[src/rtl/mem_issue_queue.sv]
// In-order issue queue for load/store micro-ops, upstream of the memory unit.
// Captures late operands from the CDB and issues the head with address, byte masks and shifted store data.
module mem_issue_queue #(
  parameter int DEPTH     = 8,
  parameter int ROB_IDX_W = 5
) (
  input  logic                     clk_i,
  input  logic                     rst_i,
  input  logic                     dispatch_valid_i,
  output logic                     dispatch_ready_o,
  input  logic                     dispatch_is_store_i,
  input  logic [2:0]               dispatch_funct3_i,
  input  logic [31:0]              dispatch_pc_i,
  input  logic [31:0]              dispatch_imm_i,
  input  logic [ROB_IDX_W-1:0]     dispatch_rob_idx_i,
  input  logic                     dispatch_rs1_ready_i,
  input  logic [31:0]              dispatch_rs1_data_i,
  input  logic [ROB_IDX_W-1:0]     dispatch_rs1_tag_i,
  input  logic                     dispatch_rs2_ready_i,
  input  logic [31:0]              dispatch_rs2_data_i,
  input  logic [ROB_IDX_W-1:0]     dispatch_rs2_tag_i,
  input  logic                     cdb_valid_i,
  input  logic [ROB_IDX_W-1:0]     cdb_rob_idx_i,
  input  logic [31:0]              cdb_data_i,
  input  logic                     flush_i,
  input  logic                     issue_ready_i,
  output logic                     issue_valid_o,
  output logic                     issue_is_store_o,
  output logic [2:0]               issue_funct3_o,
  output logic [31:0]              issue_pc_o,
  output logic [ROB_IDX_W-1:0]     issue_rob_idx_o,
  output logic [31:0]              issue_addr_o,
  output logic [1:0]               issue_byte_off_o,
  output logic [3:0]               issue_rmask_o,
  output logic [3:0]               issue_wmask_o,
  output logic [31:0]              issue_wdata_o,
  output logic [$clog2(DEPTH):0]   count_o
);

  localparam int AW = $clog2(DEPTH);

  logic [AW:0]          head_q, head_d, tail_q, tail_d;
  logic [DEPTH-1:0]     valid_q;
  logic [DEPTH-1:0]     is_store_q;
  logic [2:0]           funct3_q   [DEPTH];
  logic [31:0]          pc_q       [DEPTH];
  logic [31:0]          imm_q      [DEPTH];
  logic [ROB_IDX_W-1:0] rob_q      [DEPTH];
  logic [DEPTH-1:0]     rs1_rdy_q, rs2_rdy_q;
  logic [31:0]          rs1_data_q [DEPTH];
  logic [31:0]          rs2_data_q [DEPTH];
  logic [ROB_IDX_W-1:0] rs1_tag_q  [DEPTH];
  logic [ROB_IDX_W-1:0] rs2_tag_q  [DEPTH];

  logic [AW-1:0] hidx, tidx;
  logic          full, push, pop;
  logic          byp_rs1, byp_rs2;
  logic [31:0]   ea;
  logic [3:0]    base_mask, shifted_mask;

  always_comb begin
    hidx = head_q[AW-1:0];
    tidx = tail_q[AW-1:0];
    full = (hidx == tidx) && (head_q[AW] != tail_q[AW]);
    dispatch_ready_o = !full;
    issue_valid_o = valid_q[hidx] && rs1_rdy_q[hidx] && (!is_store_q[hidx] || rs2_rdy_q[hidx]);
    // Flush dominates: no push or pop is committed in a flush cycle.
    push = dispatch_valid_i && !full && !flush_i;
    pop  = issue_valid_o && issue_ready_i && !flush_i;
    head_d = pop  ? head_q + 1'b1 : head_q;
    tail_d = push ? tail_q + 1'b1 : tail_q;
    count_o = tail_q - head_q;
    byp_rs1 = cdb_valid_i && (cdb_rob_idx_i == dispatch_rs1_tag_i);
    byp_rs2 = cdb_valid_i && (cdb_rob_idx_i == dispatch_rs2_tag_i);
  end

  always_comb begin
    ea = rs1_data_q[hidx] + imm_q[hidx];
    case (funct3_q[hidx][1:0])
      2'b00:   base_mask = 4'b0001;
      2'b01:   base_mask = 4'b0011;
      2'b10:   base_mask = 4'b1111;
      default: base_mask = 4'b0000;
    endcase
    shifted_mask = base_mask << ea[1:0];
    issue_is_store_o = 1'b0;
    issue_funct3_o   = '0;
    issue_pc_o       = '0;
    issue_rob_idx_o  = '0;
    issue_addr_o     = '0;
    issue_byte_off_o = '0;
    issue_rmask_o    = '0;
    issue_wmask_o    = '0;
    issue_wdata_o    = '0;
    if (issue_valid_o) begin
      issue_is_store_o = is_store_q[hidx];
      issue_funct3_o   = funct3_q[hidx];
      issue_pc_o       = pc_q[hidx];
      issue_rob_idx_o  = rob_q[hidx];
      issue_addr_o     = {ea[31:2], 2'b00};
      issue_byte_off_o = ea[1:0];
      if (is_store_q[hidx]) begin
        issue_wmask_o = shifted_mask;
        issue_wdata_o = rs2_data_q[hidx] << {ea[1:0], 3'b000};
      end else begin
        issue_rmask_o = shifted_mask;
      end
    end
  end

  always_ff @(posedge clk_i) begin
    if (rst_i || flush_i) begin
      head_q  <= '0;
      tail_q  <= '0;
      valid_q <= '0;
    end else begin
      head_q <= head_d;
      tail_q <= tail_d;
      for (int i = 0; i < DEPTH; i++) begin
        if (valid_q[i] && cdb_valid_i && !rs1_rdy_q[i] && (rs1_tag_q[i] == cdb_rob_idx_i)) begin
          rs1_rdy_q[i]  <= 1'b1;
          rs1_data_q[i] <= cdb_data_i;
        end
        if (valid_q[i] && cdb_valid_i && !rs2_rdy_q[i] && (rs2_tag_q[i] == cdb_rob_idx_i)) begin
          rs2_rdy_q[i]  <= 1'b1;
          rs2_data_q[i] <= cdb_data_i;
        end
      end
      if (pop) valid_q[hidx] <= 1'b0;
      // Tail slot is never valid when push fires, so the write cannot collide with a wakeup.
      if (push) begin
        valid_q[tidx]    <= 1'b1;
        is_store_q[tidx] <= dispatch_is_store_i;
        funct3_q[tidx]   <= dispatch_funct3_i;
        pc_q[tidx]       <= dispatch_pc_i;
        imm_q[tidx]      <= dispatch_imm_i;
        rob_q[tidx]      <= dispatch_rob_idx_i;
        rs1_tag_q[tidx]  <= dispatch_rs1_tag_i;
        rs2_tag_q[tidx]  <= dispatch_rs2_tag_i;
        rs1_rdy_q[tidx]  <= dispatch_rs1_ready_i || byp_rs1;
        rs2_rdy_q[tidx]  <= dispatch_rs2_ready_i || byp_rs2;
        rs1_data_q[tidx] <= dispatch_rs1_ready_i ? dispatch_rs1_data_i : cdb_data_i;
        rs2_data_q[tidx] <= dispatch_rs2_ready_i ? dispatch_rs2_data_i : cdb_data_i;
      end
    end
  end

endmodule

[config.mk]
export PLATFORM = sky130hd
export DESIGN_NAME = mem_issue_queue
export DESIGN_NICKNAME = d
export VERILOG_FILES = /design/src/rtl/mem_issue_queue.sv
export SDC_FILE = /design/constraint.sdc
export NUM_CORES = 2
export LEC_CHECK = 0
export CORE_UTILIZATION = 50
export DETAILED_ROUTE_END_ITERATION = 16
export PLACE_DENSITY = 0.71
export SYNTH_ARGS = -nofsm -noshare
export SYNTH_HDL_FRONTEND = slang
export SYNTH_SLANG_ARGS = --single-unit
[constraint.sdc]
create_clock -name clk_i -period 7.1 [get_ports clk_i]
set_input_delay 2.13 -clock clk_i [delete_from_list [all_inputs] [get_ports clk_i]]
set_output_delay 2.13 -clock clk_i [all_outputs]
set_load 0.005 [all_outputs]
==> metrics.md <==
| Metric | Value |
|---|---|
| Status | finished, final reports clean |
| Synthesis-to-layout area growth | 18.4% |
| Ports | about 310 |
| Clk_skew | 0.0369 ns |
| Per-cell routed wire length | approximately 29 um |
| Slew Limit Fails | 0 |
| Vias in the first global route | about 33000 |
| Seq/Total Area, Yosys | 0.672 |
| Asr flop ratio synth | 0 |
| TritonCTS clock tree | done |
| # DRC | 0 |
| Share of cells above drive strength 1 | 0.192 |
| GPL Wtd Cong | a little over 0.9 |
| Hpwl dp | between 90 and 100 mm |
| CP arrival | 4.90 ns |
| Cell Rows | between 100 and 150 |
| Die footprint | roughly 110000 um2 |
| CTS Buf Count | 130 |
| Final core occ | 0.601 |
| Final min period | between 7 and 8 ns |
| Critical path endpoint category | output port |
| Non-Filler Instances | around 5300 |
| Multi-input gate area | 16900 um2 |
| Die height | 330 um |
| Worst Slack Setup Final | between 0.06 and 0.07 ns |
| Chip width | about 330 um |
| Max cap viols | 0 |
| Top_reg_cell synth | edfxtp_1 |
| R2R cell count | 9 |
| Clock Path Buffers | 3 |
| Synthesized area per cell | 15.5 um2 |
| Synth area leader | edfxtp_1 |
| Yosys top cell area share | 0.665 |
| Sequential cell area | about 36000 um2 |
| Pleak | just over 20 nW |
| GR Overflow Total | 0 |
| Detailed router's first-iteration violation count | between 4000 and 5000 |
| Post-Syn Area | ~54000 um2 |
| H-Tree Depth | 4 |
| Total wire length | ~150 mm |
| Yosys cell types | 65 |
| Worst Max-Slew Pin Slew | ~1.1 ns |
| Port Buffers | 310 |
| Final setup violating endpoints | 0 |
| Reg2reg end | rs1_data_q[1][14] |
| Via count | 33400 |
| Max Freq | 0.142 GHz |
| Final Hold Viols | 0 |
| Crit Path Category | reg -> out |
| Seq cells post-synth | between 1000 and 1500 |
| CP Data Required Time | roughly 5.0 ns |
| Fillcell total | just under 8000 |
| Fin Hold WS | about 0.50 ns |
| R2r startpoint | head_q[2] |
| Worst skew pair latency | about 0.75 ns |
| Synth area leaders | edfxtp_1 (67%), mux4_2 (11%), a21oi_1 (5.4%), nor2_1 (2.6%), mux2i_1 (2.4%) |
| Via/cell ratio | around 6.3 |
| Startpoint Class | register |
| Antenna violations before repair | 10 |
| Max_slew headroom | 0.275 |
| GRT Util Overall | 0.277 |
| Crit path max fanout | 7 |
| DP Worst Slack | between 0.3 and 0.4 ns |
| Initial core utilization | 0.507 |
| Synth cell count leaders | edfxtp_1 (1192), a21oi_1 (577), nor2_1 (374) |
| Maximum number of pins on one net before global-route repair | ~150 |
| Reg-to-reg slack, setup | 2.30 ns |
| Yosys Warn Count | 0 |
| Final ANT Viol Nets | 0 |
| Power Dens Cells | ~240 nW/um2 |
| First-pass GRT wire length | between 200 and 250 mm |
| Peak VDD IR | between 0.2 and 0.25 mV |
| Fin crit share | 0.991 |
| CTS clk-pin slew, worst paths | 0.06 ns |
| Placed cell count | between 5000 and 6000 |
| Clock sinks | 1211 |
| Hold Path Class | reg -> reg |
| Synth Instances | approximately 3500 |
| TritonRoute pass-1 iters | 7 |
| Hold-fix buffers, CTS | 0 |
| Clock root buffer | clkbuf_16 |
| Critical Path End | issue_addr_o[9] |
| Nets | ~4000 |
| Core area | ~110000 um2 |
| Most frequent cell after synthesis | edfxtp_1 |
| Post-synth EDFFs | around 1200 |
## logic make-up after synthesis
logic type	after synthesis	synth area share
other	1	0.0000697
adders and majority gates	40	0.00958
and+or+nand+nor	610	0.0502
DFF	1211	0.672
buffers and inverters	282	0.0214
AOI/OAI and AO/OA	724	0.0728
muxes	478	0.154
xor gates and xnor gates	118	0.0192
## how the worst min path moves through the flow
| stage | endpoint | depth (start not counted) | slack (ns) | from |
|---|---|---|---|---|
| final | valid_q[7] | 2 | 0.50 | valid_q[7] |
| after global routing | valid_q[7] | 2 | 0.51 | valid_q[7] |
| after CTS | valid_q[7] | 2 | 0.49 | valid_q[7] |
| after detailed placement | valid_q[7] | 2 | 0.49 | valid_q[7] |
| after global placement | valid_q[7] | 2 | 0.48 | valid_q[7] |
| after floorplan | valid_q[7] | 2 | 0.44 | valid_q[7] |
## worst max-delay path, cell delays in order, from the launching register on
cell and delay [ns]:
dfxtp_4 0.39, buf_12 0.12, clkbuf_16 0.15, buf_6 0.16, mux4_2 0.50, mux2_2 0.34
ha_4 0.33, inv_1 0.07, a2111oi_4 0.45, buf_4 0.19, buf_4 0.11, o31ai_1 0.07
nand2b_1 0.10, xnor2_1 0.10, nor2_1 0.47, clkdlybuf4s50_1 0.62
## sequential cells by signal, summed over array words and instances, names as in the netlist, named ones only
| register | flops |
|---|---|
| pc_q | 256 |
| rs2_tag_q | 40 |
| is_store_q | 8 |
| rs2_rdy_q | 8 |
| rs2_data_q | 256 |
| rs1_tag_q | 40 |
| tail_q | 4 |
| head_q | 4 |
| imm_q | 256 |
| valid_q | 8 |
| rs1_data_q | 256 |
| funct3_q | 24 |
| rob_q | 40 |
| rs1_rdy_q | 8 |
## timing repair
action | in CTS | in global routing
pin swaps | 3 | 11
cloned | 1 | 2
resized for setup | 36 | 43
hold endpoints to repair | 0 | 0
setup buffers | 5 | 12
setup endpoints to repair | 26 | 25
## layer usage
layer / track usage / wire, um / vias to the layer above
met4: 0.0909 / 4200 / 12
li1: - / - / 14300
met3: 0.0753 / 17900 / 292
met2: 0.430 / 71100 / 2079
met1: 0.380 / 57400 / 16800
met5: 0.00652 / 164 / -
## through the flow
step | total power (W) | instance area [um2] | setup TNS [ns]
2_1_floorplan | 0.00850 | 53800 | 0
3_3_place_gp | 0.00885 | 59000 | 0
3_5_place_dp | 0.00886 | 59000 | 0
4_1_cts | 0.0153 | 63400 | -0.0255
5_1_grt | 0.0157 | 63700 | -0.136
6_report | 0.0153 | 63700 | 0
## cells in the final DEF, fill, tap and decap left out, drive strengths merged, types with 4 or more instances in the layout
cell,synthesis,final
a31oi,10,10
nor2b,19,19
clkbuf,180,165
a21oi,577,577
a311oi,4,4
xnor2,84,84
clkdlybuf4s50,0,304
a32o,7,7
nand2b,9,9
ha,38,38
clkinv,2,56
mux2,73,73
o31ai,5,5
a21o,24,24
nand3,14,14
nand2,68,68
nand4,27,27
nor3b,4,4
edfxtp,1192,1192
o21bai,6,6
or3,4,4
inv,26,31
dfxtp,19,19
nor4,22,22
mux4,274,274
dlymetal6s2s,0,4
buf,74,137
mux2i,131,131
nor2,375,375
and3,11,11
a211oi,13,13
nor3,37,37
o21ai,46,46
xor2,34,34
o21a,6,6
bufinv,0,7
and2,9,9
## report_power, final
part / internal (W) / switching [W]
Clock: 0.00373 / 0.00279
Sequential: 0.00790 / 0.0000128
Combinational: 0.000321 / 0.000523
## final cells by class
type / count / area share
flip-flops and latches: 1211 / 0.568
repair buffers: 448 / 0.0744
well taps: 1391 / 0.0273
multi-input cells: 1972 / 0.265
inverters: 28 / 0.00165
clock inverters: 69 / 0.00921
diodes: 3 / 0.000118
clock buffers: 163 / 0.0545
No activity file was read; power rests on OpenSTA's default activity.
